## config.mk

```make
export PLATFORM = sky130hd
export DESIGN_NAME = exe_stage
export DESIGN_NICKNAME = d
export VERILOG_FILES = /design/src/rtl/exe_pkg.sv /design/src/rtl/val2_gen.sv /design/src/rtl/exe_stage.sv
export SDC_FILE = /design/constraint.sdc
export NUM_CORES = 1
export LEC_CHECK = 0
export CAP_MARGIN = 40
export CORE_ASPECT_RATIO = 1.75
export CORE_UTILIZATION = 47
export CTS_CLUSTER_SIZE = 14
export DETAILED_ROUTE_END_ITERATION = 10
export PLACE_DENSITY = 0.74
export SLEW_MARGIN = 5
export SYNTH_ARGS = -nofsm -noshare
export SYNTH_HDL_FRONTEND = slang
export SYNTH_HIERARCHICAL = 1
export SYNTH_SLANG_ARGS = --single-unit
```

## constraint.sdc

```tcl
create_clock -name clk -period 12.8 [get_ports clk]
set_input_delay 2.56 -clock clk [delete_from_list [all_inputs] [get_ports clk]]
set_output_delay 2.56 -clock clk [all_outputs]
set_load 0.02 [all_outputs]
```

## src/rtl/exe_pkg.sv

```systemverilog
// Shared constants and helpers for the execute stage: ALU opcodes, shift types,
// NZCV bit positions and the multiplier state encoding.
package exe_pkg;

    localparam int DW      = 32;
    localparam int MUL_CYC = 32;

    localparam logic [3:0] EXE_CMD_MOV = 4'b0001;
    localparam logic [3:0] EXE_CMD_MVN = 4'b1001;
    localparam logic [3:0] EXE_CMD_ADD = 4'b0010;
    localparam logic [3:0] EXE_CMD_ADC = 4'b0011;
    localparam logic [3:0] EXE_CMD_SUB = 4'b0100;
    localparam logic [3:0] EXE_CMD_SBC = 4'b0101;
    localparam logic [3:0] EXE_CMD_AND = 4'b0110;
    localparam logic [3:0] EXE_CMD_ORR = 4'b0111;
    localparam logic [3:0] EXE_CMD_EOR = 4'b1000;
    localparam logic [3:0] EXE_CMD_MUL = 4'b1010;

    localparam logic [1:0] SHIFT_LSL = 2'b00;
    localparam logic [1:0] SHIFT_LSR = 2'b01;
    localparam logic [1:0] SHIFT_ASR = 2'b10;
    localparam logic [1:0] SHIFT_ROR = 2'b11;

    localparam int FLAG_N = 3;
    localparam int FLAG_Z = 2;
    localparam int FLAG_C = 1;
    localparam int FLAG_V = 0;

    typedef enum logic [1:0] {
        MUL_IDLE = 2'b00,
        MUL_RUN  = 2'b01,
        MUL_DONE = 2'b10
    } mul_state_e;

    function automatic logic [31:0] ror32(input logic [31:0] x, input logic [4:0] n);
        logic [63:0] dbl;
        dbl = {x, x} >> n;
        return dbl[31:0];
    endfunction

endpackage

```

## src/rtl/val2_gen.sv

```systemverilog
// Operand-2 generator: memory offset, rotated 8-bit immediate, or shifted
// register operand.
module val2_gen
    import exe_pkg::*;
(
    input  logic          mem_en_i,
    input  logic          imm_i,
    input  logic [11:0]   shift_operand_i,
    input  logic [DW-1:0] val_rm_i,
    output logic [DW-1:0] val2_o
);

    logic [4:0] amt;

    always_comb begin
        amt    = shift_operand_i[11:7];
        val2_o = val_rm_i;
        if (mem_en_i) begin
            val2_o = {20'b0, shift_operand_i};
        end else if (imm_i) begin
            val2_o = ror32({24'b0, shift_operand_i[7:0]}, {shift_operand_i[11:8], 1'b0});
        end else begin
            case (shift_operand_i[6:5])
                SHIFT_LSL: val2_o = val_rm_i << amt;
                SHIFT_LSR: val2_o = val_rm_i >> amt;
                SHIFT_ASR: val2_o = $signed(val_rm_i) >>> amt;
                default:   val2_o = ror32(val_rm_i, amt);
            endcase
        end
    end

endmodule

```

## src/rtl/exe_stage.sv

```systemverilog
// Execute stage: ALU, NZCV status register, branch target and, when EXE_MUL_EN
// is defined, an iterative shift-add multiplier that stalls the front-end.
//   state    | meaning
//   MUL_IDLE | no multiply in flight; a MUL opcode raises mul_busy and loads operands
//   MUL_RUN  | one shift-add step per cycle, counting down MUL_CYC-1 .. 0
//   MUL_DONE | product presented on alu_result, flags may be written, front-end released
module exe_stage
    import exe_pkg::*;
#(
    parameter int DW      = exe_pkg::DW,
    parameter int MUL_CYC = exe_pkg::MUL_CYC
)
(
    input  logic          clk,
    input  logic          rst,
    input  logic          wb_en_i,
    input  logic          mem_r_en_i,
    input  logic          mem_w_en_i,
    input  logic          b_i,
    input  logic          s_i,
    input  logic [3:0]    exe_cmd_i,
    input  logic [DW-1:0] val_rn_i,
    input  logic [DW-1:0] val_rm_i,
    input  logic          imm_i,
    input  logic [11:0]   shift_operand_i,
    input  logic [23:0]   signed_imm_24_i,
    input  logic [DW-1:0] pc_i,
    input  logic [3:0]    sr_i,
    input  logic [3:0]    dest_i,
    output logic [DW-1:0] alu_result,
    output logic [DW-1:0] val_rm_o,
    output logic [3:0]    dest_o,
    output logic          wb_en_o,
    output logic          mem_r_en_o,
    output logic          mem_w_en_o,
    output logic [DW-1:0] br_addr,
    output logic          branch_taken,
    output logic [3:0]    status,
    output logic          mul_busy
);

    logic [DW-1:0] val2;
    logic [DW-1:0] result;
    logic [DW-1:0] add_b;
    logic          add_cin;
    logic          is_arith;
    logic [DW:0]   sum;
    logic          flag_c;
    logic          flag_v;
    logic [3:0]    status_q, status_d;
    logic          unused_ok;

    val2_gen u_val2_gen (
        .mem_en_i        (mem_r_en_i | mem_w_en_i),
        .imm_i           (imm_i),
        .shift_operand_i (shift_operand_i),
        .val_rm_i        (val_rm_i),
        .val2_o          (val2)
    );

`ifdef EXE_MUL_EN
    localparam int CNT_W = $clog2(MUL_CYC);

    mul_state_e     state_q, state_d;
    logic [CNT_W-1:0] cnt_q, cnt_d;
    logic [DW-1:0]  mcand_q, mcand_d;
    logic [DW-1:0]  mplier_q, mplier_d;
    logic [DW-1:0]  prod_q, prod_d;

    always_ff @(posedge clk) begin
        if (rst) begin
            state_q  <= MUL_IDLE;
            cnt_q    <= '0;
            mcand_q  <= '0;
            mplier_q <= '0;
            prod_q   <= '0;
        end else begin
            state_q  <= state_d;
            cnt_q    <= cnt_d;
            mcand_q  <= mcand_d;
            mplier_q <= mplier_d;
            prod_q   <= prod_d;
        end
    end

    always_comb begin
        state_d  = state_q;
        cnt_d    = cnt_q;
        mcand_d  = mcand_q;
        mplier_d = mplier_q;
        prod_d   = prod_q;
        case (state_q)
            MUL_IDLE: begin
                if (exe_cmd_i == EXE_CMD_MUL) begin
                    state_d  = MUL_RUN;
                    cnt_d    = CNT_W'(MUL_CYC - 1);
                    mcand_d  = val_rn_i;
                    mplier_d = val2;
                    prod_d   = '0;
                end
            end
            MUL_RUN: begin
                if (mplier_q[0]) prod_d = prod_q + mcand_q;
                mcand_d  = mcand_q << 1;
                mplier_d = mplier_q >> 1;
                if (cnt_q == '0) state_d = MUL_DONE;
                else             cnt_d   = cnt_q - 1'b1;
            end
            default: state_d = MUL_IDLE;
        endcase
    end

    // The MUL opcode stalls in the same cycle it arrives, before RUN is entered.
    always_comb begin
        mul_busy = (state_q == MUL_RUN) ||
                   ((state_q == MUL_IDLE) && (exe_cmd_i == EXE_CMD_MUL));
    end
`else
    assign mul_busy = 1'b0;
`endif

    always_comb begin
        result   = '0;
        add_b    = val2;
        add_cin  = 1'b0;
        is_arith = 1'b0;
        case (exe_cmd_i)
            EXE_CMD_MOV: result = val2;
            EXE_CMD_MVN: result = ~val2;
            EXE_CMD_ADD: is_arith = 1'b1;
            EXE_CMD_ADC: begin is_arith = 1'b1; add_cin = sr_i[FLAG_C]; end
            EXE_CMD_SUB: begin is_arith = 1'b1; add_b = ~val2; add_cin = 1'b1; end
            EXE_CMD_SBC: begin is_arith = 1'b1; add_b = ~val2; add_cin = sr_i[FLAG_C]; end
            EXE_CMD_AND: result = val_rn_i & val2;
            EXE_CMD_ORR: result = val_rn_i | val2;
            EXE_CMD_EOR: result = val_rn_i ^ val2;
`ifdef EXE_MUL_EN
            EXE_CMD_MUL: result = prod_q;
`endif
            default:     result = '0;
        endcase
        // Subtraction is rn + ~val2 + cin, so the carry-out is already NOT borrow.
        sum = {1'b0, val_rn_i} + {1'b0, add_b} + {{DW{1'b0}}, add_cin};
        if (is_arith) result = sum[DW-1:0];
        flag_c = is_arith ? sum[DW] : sr_i[FLAG_C];
        flag_v = is_arith ? ((val_rn_i[DW-1] == add_b[DW-1]) && (sum[DW-1] != val_rn_i[DW-1]))
                          : sr_i[FLAG_V];
    end

    always_comb begin
        status_d = status_q;
        if (s_i && !mul_busy) begin
            status_d[FLAG_N] = result[DW-1];
            status_d[FLAG_Z] = (result == '0);
            status_d[FLAG_C] = flag_c;
            status_d[FLAG_V] = flag_v;
        end
    end

    always_ff @(posedge clk) begin
        if (rst) status_q <= '0;
        else     status_q <= status_d;
    end

    assign alu_result   = result;
    assign status       = status_q;
    assign val_rm_o     = val_rm_i;
    assign dest_o       = dest_i;
    assign wb_en_o      = wb_en_i;
    assign mem_r_en_o   = mem_r_en_i;
    assign mem_w_en_o   = mem_w_en_i;
    assign branch_taken = b_i;
    assign br_addr      = pc_i + {{(DW-26){signed_imm_24_i[23]}}, signed_imm_24_i, 2'b00};

    assign unused_ok = ^{sr_i[3:2], MUL_CYC[0]};

endmodule

```

Yosys cells after proc, flatten, opt, wreduce, memory -nomap -nowiden
Cells that the tools add are included.
{"block": "classes", "n_addsub": 3, "eq_ne": 13, "shift": 5, "mux": 10, "n_bitwise": 5, "reduce_logical": 6}
{"cell": "$pmux 32 s5", "count": 1}
{"cell": "$mux 32", "count": 4}
{"cell": "$pmux 32 s3", "count": 1}
{"cell": "$shr 64x5->32", "count": 1}
{"cell": "$shr 40x5->32", "count": 1}
{"cell": "$add 32x32->33", "count": 1}
{"cell": "$add 33x1->33", "count": 1}
{"cell": "$add 32x32->32", "count": 1}
{"cell": "$and 32x32->32", "count": 1}
{"cell": "$logic_not 32->1", "count": 1}
{"cell": "$not 32->32", "count": 1}
{"cell": "$or 32x32->32", "count": 1}
{"cell": "$shl 32x5->32", "count": 1}
{"cell": "$shr 32x5->32", "count": 1}
{"cell": "$sshr 32x5->32", "count": 1}
{"cell": "$xor 32x32->32", "count": 1}
{"cell": "$eq 4x3->1 const B", "count": 4}
{"cell": "$eq 4x2->1 const B", "count": 2}
{"cell": "$eq 4x4->1 const B", "count": 2}
{"cell": "$eq 4x1->1 const B", "count": 1}
{"cell": "$reduce_or 2->1", "count": 2}
{"cell": "$reduce_or 4->1", "count": 1}
{"cell": "$mux 1", "count": 3}
{"cell": "$eq 2x1->1 const B", "count": 1}
{"cell": "other kinds (7)", "count": 7}
{"block": "totals", "reg_bits": 4, "output_inout_bits": 109}

Longest topological paths before layout
Gate-level depths: netlist of the first run.
{"block": "logic_depth", "ltp_word": 11, "depth_mapped": 26}

Modules after synthesis
Netlist of the first run, hierarchy kept.
{"mod": "exe_stage", "n_inst": 1, "cells_each": 951, "area_each_um2": 6636.4, "seq_area_each_um2": 80.1}
{"mod": "val2_gen", "n_inst": 1, "cells_each": 900, "area_each_um2": 6601.3, "seq_area_each_um2": 0.0}

Worst setup path before layout of the first run
OpenSTA, ideal clock, no wires.
{"block": "synth_timing", "path_type": "input to output", "start": "in shift_operand_i[7]", "end": "out alu_result[30]", "t_arrival_ns": 7.451, "required_time_ns": 10.240, "path_slack_ns": 2.789, "path_stages": 23, "n_path_buf": 4, "cell_sequence": "buf_6 buf_8 buf_6 buf_8 mux2i_1 mux4_2 a21oi_1 nand2_1 o211a_1 o21ai_1 xnor2_1 fa_1 fa_1 nand2b_1 a21oi_1 o221a_2 o31a_1 o21ai_0 o21ai_0 a21boi_0 o21ai_0 xnor2_1 o21ai_0"}
{"block": "synth_via", "elab_chain_len": 9, "elab_cells_between_ends": 17, "cone_classes": "add/sub (2); shift (5); mux (6); bitwise (4)"}
{"item": "from (decl)", "line": "exe_stage.sv:25", "source": "input logic [11:0] shift_operand_i,"}
{"item": "$shr 64x5->32, or another cell as far along", "line": "exe_pkg.sv:37", "source": "dbl = {x, x} >> n;"}
{"item": "$pmux 32 s3 *", "line": "val2_gen.sv:23", "source": "case (shift_operand_i[6:5])"}
{"item": "$mux 32 *", "line": "val2_gen.sv:20", "source": "end else if (imm_i) begin"}
{"item": "$mux 32 *", "line": "val2_gen.sv:18", "source": "if (mem_en_i) begin"}
{"item": "named net val2[0]", "line": "exe_stage.sv:42", "source": "logic [DW-1:0] val2;"}
{"item": "$not 32->32", "line": "exe_stage.sv:132, exe_stage.sv:133"}
{"item": "$mux 32 *"}
{"item": "$add 32x32->33 *", "line": "exe_stage.sv:143", "source": "sum = {1'b0, val_rn_i} + {1'b0, add_b} + {{DW{1'b0}}, add_cin};"}
{"item": "$add 33x1->33 *", "line": "exe_stage.sv:143"}
{"item": "$mux 32 *", "line": "exe_stage.sv:144", "source": "if (is_arith) result = sum[DW-1:0];"}
{"item": "to (decl)", "line": "exe_stage.sv:30", "source": "output logic [DW-1:0] alu_result,"}
The timed path passes the listed nets; every way through them passes the cells marked *.

Worst setup path in the final report of the first run
{"block": "layout_timing", "start": "in shift_operand_i[7]", "end": "out alu_result[30]"}
{"block": "layout_via", "elab_chain_len": 9, "elab_cells_between_ends": 17, "cone_classes": "add/sub (2); shift (5); mux (6); bitwise (4)"}
{"item": "$shr 64x5->32, or another cell as far along", "line": "exe_pkg.sv:37"}
{"item": "$pmux 32 s3", "line": "val2_gen.sv:23"}
{"item": "$mux 32 *", "line": "val2_gen.sv:20"}
{"item": "$mux 32 *", "line": "val2_gen.sv:18"}
{"item": "named net val2[1]", "line": "exe_stage.sv:42"}
{"item": "$not 32->32", "line": "exe_stage.sv:132, exe_stage.sv:133"}
{"item": "$mux 32 *"}
{"item": "$add 32x32->33 *", "line": "exe_stage.sv:143"}
{"item": "$add 33x1->33 *", "line": "exe_stage.sv:143"}
{"item": "$mux 32 *", "line": "exe_stage.sv:144"}
Marked as above.

==> run_results.csv, run 1 <==
group,metric,value,unit
routing,vias,16533,
power_and_ir_drop,ir_worst_vdd,53.0,uV
cells_and_area,layout-drive-gt1-share,10.8,%
synthesis,yosysTopAreaCellShare,11.7,%
routing,dr.pass1.iters,9,
placed_design,dp_hpwl,53300,microns
die,dieWidth,129,microns
worst_setup_path,cp_data_arrival_time,9.53,ns
global_route,grt-ovfl-total,0,
synthesis,syn_area_per_cell,7.15,sq um
global_route,grt_start_max_net_pins,77,
routing,routed_via_density,7.03,
timing,timing.final.ws_setup,0.706,ns
timing,fin_skew,0,ns
die,ioPinCount,261,
timing,worstMarginPinSlew,0.899,ns
worst_setup_path,worstPathRequired,10.24,ns
worst_setup_path,crit_path_end_kind,"output port",
synthesis,synthFlopType,"dfxtp_1",
cells_and_area,fin_nets,2263,
clock_network,cts_htree_levels,1,
synthesis,synth_edf_count,0,
outcome,outcome,"finished, final reports clean",
global_route,track_usage,46.8,%
global_route,grt_pass1_wl,101000,microns
synthesis,yosys-top-cells-area,"ha_1 12%, mux2i_1 8.2%, a21oi_1 5.9%",
cells_and_area,area_delta_synth_final,19.2,%
worst_setup_path,worst_setup_path_start_kind,"input pin",
timing,fin_hold_ws,0.473,ns
synthesis,synth_area,0.0132,sq mm
worst_setup_path,crit_chain,"buf_4 -> buf_4 -> mux4_1 -> mux2_2 -> mux2i_1 -> a21oi_1 -> o22a_1 -> inv_1 -> xnor2_1 -> inv_1 -> fa_1 -> nand2b_1 -> a21oi_1 -> o221a_2 -> o31a_1 -> o21ai_0 -> o21ai_0 -> a21boi_0 -> o21ai_0 -> xnor2_1 -> o21ai_0 -> clkdlybuf4s50_1",
clock_network,numCtsBuffers,3,
die,start_util,48.3,%
clock_network,root_buffer,"clkbuf_16",
power_and_ir_drop,p_sw_share,56.5,%
timing,fin_crit,12.09,ns
synthesis,yosysWarnings,6,
worst_setup_path,path_class,"in2out",
power_and_ir_drop,p_clk_share,5.3,%
power_and_ir_drop,powerDensity,59.6,mW/mm^2
timing,fmax,82.7,MHz
worst_setup_path,cp_max_fo,41,
placed_design,dpl_cell_area,0.0157,sq mm
power_and_ir_drop,switchingPower,0.531,mW
timing,maxSlewHeadroom,39.5,%
routing,ant_nets,0,
timing,rsz0062_at_grt,"false",
cells_and_area,fill_cells,2656,
die,die_y,224,microns
power_and_ir_drop,comb_power_share,93.2,%
worst_setup_path,path_delay_family,"compound AO/OA/AOI/OAI gates",
clock_network,clock_latency,0.23,ns
worst_setup_path,cpPeakStageDelay,0.68,ns
synthesis,synth_cell_types,90,
die,rows,80,
timing,hold_viol_final,0,
global_route,antenna_found_initial,2,
job,drv_cap,0,
cells_and_area,largest_reg_flops,4,
cells_and_area,fin_cells,2353,
clock_network,cts_resized,0,
synthesis,synth_seq_cells,4,
routing,drt-total-wl,68300,microns
timing,slew_violations,0,
routing,drt_first_iter_violations,1724,
synthesis,synth_cells,1851,
cells_and_area,final_common_cell,"clkdlybuf4s50_1",
synthesis,seq_area_frac_synth,0.605,%
timing,final.period_utilization,94.5,%
synthesis,synthArstFlopShare,0,%
placed_design,io_buffers,241,
synthesis,syn-num-nets,2130,
cells_and_area,fin_area,0.0158,sq mm
power_and_ir_drop,p_leak,6.58,nW
routing,drcViolationCount,0,
worst_setup_path,crit_slowest_cell,"mux4_1",
power_and_ir_drop,pwr-share-seq,1.5,%
clock_network,cts_tree,"done",
clock_network,clockBufferDepth,2,
die,dieArea,0.0289,sq mm
timing,final.setup.tns,0,ns
worst_setup_path,worst-path-buf-inv,5,
die,core-area,0.0274,sq mm
clock_network,cts_num_sinks,4,
placed_design,dp_slack,0.948,ns
worst_setup_path,cpMostUsedCell,"o21ai_0",
cells_and_area,mostFrequentLayoutCells,"234 x clkdlybuf4s50_1, 156 x a21oi_1, 150 x nand2_1, 139 x nor2_1, 124 x ha_1",
power_and_ir_drop,internal_power,0.409,mW
timing,setup_viol,0,
worst_hold_path,hold_class,"reg2reg",
clock_network,holdBufCountCts,0,
routing,wire_per_inst,29.0,microns
global_route,grt_pass1_vias,16283,
synthesis,synth_top_area_cell,"ha_1",
placed_design,placed_cells,2347,
placed_design,routabilityCongestion,1.06,
clock_network,clkTransAtPathRegs,0.03,ns
clock_network,cts_setup_buffers,0,
per-layer routing:
layer | up-vias | GRT usage [%] | part of all wire, %
met2 | 1176 | 79.7 | 47
met5 | - | 0 | 0
met1 | 7723 | 47.7 | 33
li1 | 7163 | - | -
met3 | 471 | 8.45 | 7.9
met4 | 0 | 44.1 | 12
cell usage after synthesis, types with 26 or more instances:
cell type	number
a21oi_1	156
nand2_1	150
nor2_1	141
ha_1	124
mux2i_1	109
inv_1	101
clkbuf_1	91
o21ai_0	90
xnor2_1	68
buf_4	53
mux2_2	47
xor2_1	43
nand3_1	39
a22oi_1	37
mux4_2	34
o22ai_1	32
nor3_1	30
a21o_1	28
o211ai_1	27
nand2b_1	26
path summary, 6_finish.rpt:
kind	from	to	slack, ns	cells past startpoint
max	shift_operand_i[7]	alu_result[30]	0.71	22
min	status[2]	status[2]	0.47	2
max reg2reg	status[0]	status[0]	11.89	2
min reg2reg	status[2]	status[2]	0.47	2
power by group through the flow:
stage	Clock, mW	Combinational, mW	Sequential [mW]
floorplan	0	0.534	0.0147
global placement	0	0.828	0.0139
detailed placement	0	0.843	0.0139
CTS	0.0500	0.848	0.0139
global route	0.0507	0.923	0.0140
finish	0.0502	0.876	0.0141
metrics by stage:
stage	utilization, %	power, mW
after floorplan	-	0.548
after global placement	57.1	0.842
after detailed placement	57.2	0.857
after CTS	57.5	0.912
after global routing	57.5	0.988
final	57.5	0.940
cells by family after synthesis:
| logic type | Yosys count | share of synthesized area, % |
|---|---|---|
| AO/OA/AOI/OAI | 594 | 30.1 |
| XOR/XNOR | 111 | 7.34 |
| adder cells (fa/ha/maj) | 127 | 12.2 |
| buffers and inverters | 303 | 11.0 |
| flip-flops | 4 | 0.605 |
| multiplexers | 202 | 20.3 |
| other | 1 | 0.0283 |
| AND/OR/NAND/NOR | 509 | 18.4 |
tightest hold or removal path: stages (launching register included):
cell and delay, ns:
dfxtp_1 0.30, nand2_1 0.06, o21ai_1 0.06
cell type report:
class / instances / area (sq um) / share of cell area [%]
multi-input combinational: 1544 / 11700 / 74.2
timing repair buffer: 327 / 3060 / 19.4
tap: 369 / 462 / 2.93
inverter: 104 / 390 / 2.47
sequential: 4 / 80.1 / 0.507
clock buffer: 3 / 75.1 / 0.476
antenna: 2 / 5.00 / 0.0317
(Power assumes the default switching activity.)
==> run 2: changes to the inputs <==
--- a/config.mk
+++ b/config.mk
@@ -7,6 +7,7 @@
 export LEC_CHECK = 0
 export CAP_MARGIN = 40
 export CORE_ASPECT_RATIO = 1.75
+export CORE_MARGIN = 2
 export CORE_UTILIZATION = 47
 export CTS_CLUSTER_SIZE = 14
 export DETAILED_ROUTE_END_ITERATION = 10
==> run_results.csv, run 2 (synthesis gave the netlist of run 1 again) <==
group,metric,value,unit
outcome,outcome,"finished, final reports clean",
routing,vias,15980,
worst_hold_path,min_from,"status[2]",
clock_network,cts_resized,0,
cells_and_area,final_util,56.2,%
power_and_ir_drop,p_sw_share,55.8,%
cells_and_area,layout-drive-gt1-share,10.0,%
worst_setup_path,crit_chain,"buf_4 -> buf_4 -> mux2i_1 -> mux4_2 -> a21oi_1 -> nand2_1 -> o211a_1 -> o21ai_1 -> xnor2_1 -> fa_1 -> fa_1 -> nand2b_1 -> a21oi_1 -> o221a_2 -> o31a_1 -> o21ai_0 -> o21ai_0 -> a21boi_0 -> o21ai_0 -> xnor2_1 -> o21ai_0 -> clkdlybuf4s50_1",
clock_network,clock_latency,0.22,ns
worst_hold_path,hold_depth,2,
worst_setup_path,cpMostUsedCell,"o21ai_0",
cells_and_area,largest_reg_flops,4,
cells_and_area,area_delta_synth_final,18.4,%
cells_and_area,mostFrequentLayoutCells,"234 x clkdlybuf4s50_1, 156 x a21oi_1, 150 x nand2_1, 139 x nor2_1, 124 x ha_1",
timing,fin_skew,0,ns
routing,dr.pass1.iters,6,
power_and_ir_drop,p_clk_share,5.3,%
worst_hold_path,hold-path-endpoint,"status[2]",
worst_setup_path,critPathLaunch,"shift_operand_i[7]",
clock_network,cts_htree_levels,1,
clock_network,clkTransAtPathRegs,0.03,ns
global_route,grt_start_max_net_pins,82,
routing,routed_via_density,6.83,
clock_network,cts_tree,"done",
die,ioPinCount,261,
die,die_y,226,microns
timing,worstMarginPinSlew,0.916,ns
die,rows,81,
die,dieWidth,131,microns
global_route,track_usage,42.5,%
cells_and_area,final_common_cell,"clkdlybuf4s50_1",
timing,final.period_utilization,92.0,%
power_and_ir_drop,comb_power_share,93.2,%
power_and_ir_drop,ir_worst_vdd,49.1,uV
worst_setup_path,worst_setup_path_start_kind,"input pin",
timing,fmax,84.9,MHz
timing,setup_viol,0,
placed_design,routabilityCongestion,1.09,
worst_setup_path,crit_path_end_kind,"output port",
timing,rsz0062_at_grt,"false",
timing,final.setup.tns,0,ns
timing,fin_crit,11.78,ns
power_and_ir_drop,p_leak,6.51,nW
worst_setup_path,rrSetupSlack,12.12,ns
worst_setup_path,rr_startpoint,"status[3]",
die,start_util,47.5,%
power_and_ir_drop,internal_power,0.406,mW
job,drv_cap,0,
worst_setup_path,cp_data_arrival_time,9.22,ns
clock_network,holdBufCountCts,0,
timing,hold_viol_final,0,
worst_setup_path,ff2ff_path_depth,2,
worst_setup_path,worstPathRequired,10.24,ns
worst_setup_path,cpPeakStageDelay,0.65,ns
global_route,grt_pass1_wl,94400,microns
global_route,grt_pass1_vias,15616,
clock_network,cts_setup_buffers,0,
global_route,antenna_found_initial,2,
power_and_ir_drop,switchingPower,0.513,mW
power_and_ir_drop,powerDensity,58.6,mW/mm^2
routing,ant_nets,0,
worst_setup_path,crit_slowest_cell,"clkdlybuf4s50_1",
clock_network,cts_num_sinks,4,
routing,wire_per_inst,27.5,microns
worst_setup_path,worst_r2r_endpoint,"status[3]",
cells_and_area,fill_cells,2695,
clock_network,numCtsBuffers,3,
clock_network,root_buffer,"clkbuf_16",
die,core-area,0.0279,sq mm
power_and_ir_drop,pwr-share-seq,1.5,%
worst_setup_path,path_class,"in2out",
timing,slew_violations,0,
worst_hold_path,hold_class,"reg2reg",
worst_setup_path,cp_max_fo,51,
global_route,grt-ovfl-total,0,
placed_design,io_buffers,241,
routing,drt-total-wl,64400,microns
routing,drcViolationCount,0,
clock_network,clockBufferDepth,2,
timing,maxSlewHeadroom,38.1,%
placed_design,dp_hpwl,50700,microns
die,dieArea,0.0296,sq mm
routing,drt_first_iter_violations,1467,
cells_and_area,fin_nets,2245,
## run 2: cell types whose count changed in the layout (fill, tap and decap cells not counted), sizes merged
cell	change
clkbuf	+1
buf	-20
clkdlybuf4s15	+1
## run 2: metrics by stage
stage / setup WS [ns] / cell area, sq um / hold WS, ns / power, mW / instances
finish: 1.02 / 15700 / 0.454 / 0.919 / 2339
global route: 0.603 / 15700 / 0.483 / 0.972 / 2339
CTS: 1.12 / 15700 / 0.450 / 0.898 / 2336
detailed placement: 1.16 / 15600 / 0.446 / 0.846 / 2333
global placement: 1.17 / 15500 / 0.440 / 0.833 / 2326
floorplan: 2.79 / 13200 / 0.521 / 0.548 / 1851
## run 2: cell type report
type                            count  area [sq um]  share of cell area, %
Antenna cell                        2          5.00                 0.0319
Multi-Input combinational cell   1544         11700                   74.7
Tap cell                          373           467                   2.98
Clock buffer                        3          75.1                  0.479
Sequential cell                     4          80.1                  0.511
Inverter                          104           390                   2.49
Timing Repair Buffer              309          2950                   18.8
## run 2: worst max-delay path by stage
stage / to / cells after the start
floorplan: alu_result[30] / 23
global placement: alu_result[30] / 22
detailed placement: alu_result[30] / 22
CTS: alu_result[30] / 22
global route: alu_result[30] / 22
finish: alu_result[30] / 22
## run 2: power groups by stage
stage               Clock [mW]  Sequential (mW)  Combinational (mW)
detailed placement           0           0.0139               0.832
floorplan                    0           0.0147               0.534
CTS                     0.0484           0.0138               0.836
finish                  0.0485           0.0138               0.856
global placement             0           0.0139               0.820
global route            0.0501           0.0138               0.908
## run 2: routing by layer
layer / track usage (%) / vias up / share of wire, %
li1: - / 7121 / -
met1: 43.9 / 7494 / 33
met2: 71.6 / 1014 / 48
met3: 7.27 / 351 / 7.4
met4: 39.4 / 0 / 11
met5: 0 / - / 0
## run 2: critical path, delay by kind of cell
kind                     cells  cell delay, ns
multiplexers                 2            0.77
buffers and inverters        3            1.67
adder cells (fa/ha/maj)      2            0.88
AND/OR/NAND/NOR              2            0.28
AO/OA/AOI/OAI               11            2.76
XOR/XNOR                     2            0.26
==> run 3: changes to the inputs <==
--- a/config.mk
+++ b/config.mk
@@ -6,7 +6,6 @@
 export NUM_CORES = 1
 export LEC_CHECK = 0
 export CAP_MARGIN = 40
-export CORE_ASPECT_RATIO = 1.75
 export CORE_MARGIN = 2
 export CORE_UTILIZATION = 47
 export CTS_CLUSTER_SIZE = 14
==> run_results.csv, run 3 (synthesis gave the netlist of run 1 again) <==
group,metric,value,unit
routing,drt-total-wl,62500,microns
clock_network,cts_num_sinks,4,
cells_and_area,fill_cells,2744,
global_route,grt-ovfl-total,0,
die,core-area,0.0278,sq mm
timing,rsz0062_at_grt,"false",
cells_and_area,layout-drive-gt1-share,9.58,%
placed_design,dp_slack,0.814,ns
timing,final.period_utilization,96.4,%
cells_and_area,area_delta_synth_final,17.5,%
routing,routed_via_density,6.93,
worst_setup_path,crit_path_end_kind,"output port",
outcome,outcome,"finished, final reports clean",
global_route,grt_start_max_net_pins,62,
job,drv_cap,0,
clock_network,clkTransAtPathRegs,0.03,ns
global_route,grtUsageMet1,54.4,%
power_and_ir_drop,powerDensity,59.1,mW/mm^2
die,ioPinCount,261,
cells_and_area,final_common_cell,"clkdlybuf4s50_1",
placed_design,dpl_cell_area,0.0155,sq mm
placed_design,routabilityCongestion,1.15,
clock_network,clock_latency,0.22,ns
timing,final.setup.tns,0,ns
clock_network,cts_resized,0,
routing,drt_first_iter_violations,2123,
placed_design,placed_cells,2327,
cells_and_area,final_util,56.0,%
clock_network,numCtsBuffers,3,
worst_setup_path,rr_startpoint,"status[0]",
clock_network,cts_htree_levels,1,
routing,vias,16153,
worst_setup_path,cp_max_fo,61,
cells_and_area,fin_area,0.0156,sq mm
timing,fmax,81.1,MHz
worst_hold_path,hold_class,"reg2reg",
global_route,grtUsageMet3,10.1,%
worst_hold_path,min_from,"status[2]",
cells_and_area,fin_cells,2332,
timing,maxSlewHeadroom,34.1,%
worst_hold_path,hold_depth,2,
power_and_ir_drop,p_leak,6.44,nW
clock_network,cts_setup_buffers,0,
die,dieArea,0.0295,sq mm
worst_setup_path,cp_data_arrival_time,9.78,ns
global_route,track_usage,40.6,%
routing,dr.pass1.iters,8,
timing,setup_viol,0,
clock_network,cts_tree,"done",
global_route,grtUsageMet2,60.7,%
clock_network,holdBufCountCts,0,
global_route,grt_pass1_vias,14815,
die,rows,61,
timing,fin_crit,12.34,ns
worst_setup_path,path_class,"in2out",
timing,fin_skew,0,ns
routing,ant_nets,0,
power_and_ir_drop,ir_worst_vdd,87.5,uV
timing,slew_violations,0,
worst_setup_path,rrSetupSlack,12.17,ns
timing,worstMarginPinSlew,0.985,ns
clock_network,clockBufferDepth,2,
cells_and_area,fin_nets,2234,
timing,hold_viol_final,0,
global_route,antenna_found_initial,3,
placed_design,io_buffers,241,
cells_and_area,largest_reg_flops,4,
routing,drcViolationCount,0,
placed_design,dp_hpwl,48000,microns
power_and_ir_drop,finalPower,0.920,mW
routing,wire_per_inst,26.8,microns
worst_hold_path,hold-path-endpoint,"status[2]",
worst_setup_path,ff2ff_path_depth,2,
cells_and_area,mostFrequentLayoutCells,"234 x clkdlybuf4s50_1, 156 x a21oi_1, 150 x nand2_1, 139 x nor2_1, 124 x ha_1",
timing,fin_hold_ws,0.452,ns
clock_network,root_buffer,"clkbuf_16",
worst_setup_path,worstPathRequired,10.24,ns
worst_setup_path,worst_setup_path_start_kind,"input pin",
die,die_y,172,microns
die,start_util,47.6,%
timing,timing.final.ws_setup,0.463,ns
die,dieWidth,172,microns
worst_setup_path,worst_r2r_endpoint,"status[0]",
global_route,busiest_layer,"met2",
global_route,grt_pass1_wl,91800,microns
## run 3: layout make-up
cell class | count | area [sq um] | share of cell area, %
repair buffers | 298 | 2810 | 18.1
multi-input cells | 1544 | 11700 | 75.4
flip-flops and latches | 4 | 80.1 | 0.515
clock buffers | 3 | 75.1 | 0.483
inverters | 104 | 390 | 2.51
diodes | 1 | 2.50 | 0.0161
well taps | 378 | 473 | 3.04
## run 3: worst max-delay path, cell delays in order
cell and delay (ns):
buf_4 0.65, buf_4 0.39, mux4_2 0.54, mux2_2 0.31
mux2i_1 0.49, a21oi_1 0.15, o22a_1 0.28, inv_1 0.11
xnor2_1 0.17, inv_1 0.10, fa_1 0.44, nand2b_1 0.18
a21oi_1 0.30, o221a_2 0.31, o31a_1 0.21, o21ai_0 0.22
o21ai_0 0.57, a21boi_0 0.19, o21ai_0 0.43, xnor2_1 0.12
o21ai_0 0.31, clkdlybuf4s50_1 0.69
## run 3: worst max path at each step
stage                                end  cells past startpoint  slack (ns)          startpoint
after CTS                 alu_result[30]                     19        0.77  shift_operand_i[7]
after global routing      alu_result[30]                     23         0.1  shift_operand_i[7]
after detailed placement  alu_result[30]                     22        0.81  shift_operand_i[7]
after floorplan           alu_result[30]                     23        2.79  shift_operand_i[7]
after global placement    alu_result[30]                     19        0.91  shift_operand_i[7]
final                     alu_result[30]                     22        0.46  shift_operand_i[7]
## run 3: per-layer routing
metal / vias up / part of all wire (%) / wire, microns
met2: 1221 / 41 / 25600
met3: 231 / 13 / 8180
met5: - / 0.069 / 43
li1: 7097 / - / -
met1: 7602 / 40 / 25100
met4: 2 / 5.7 / 3580
## run 3: power breakdown
group / total [mW] / switching [mW] / internal (mW) / leakage (nW)
clock: 0.0485 / 0.00866 / 0.0399 / 0.0370
sequential: 0.0137 / 0.000369 / 0.0133 / 0.0328
combinational: 0.857 / 0.509 / 0.348 / 6.37
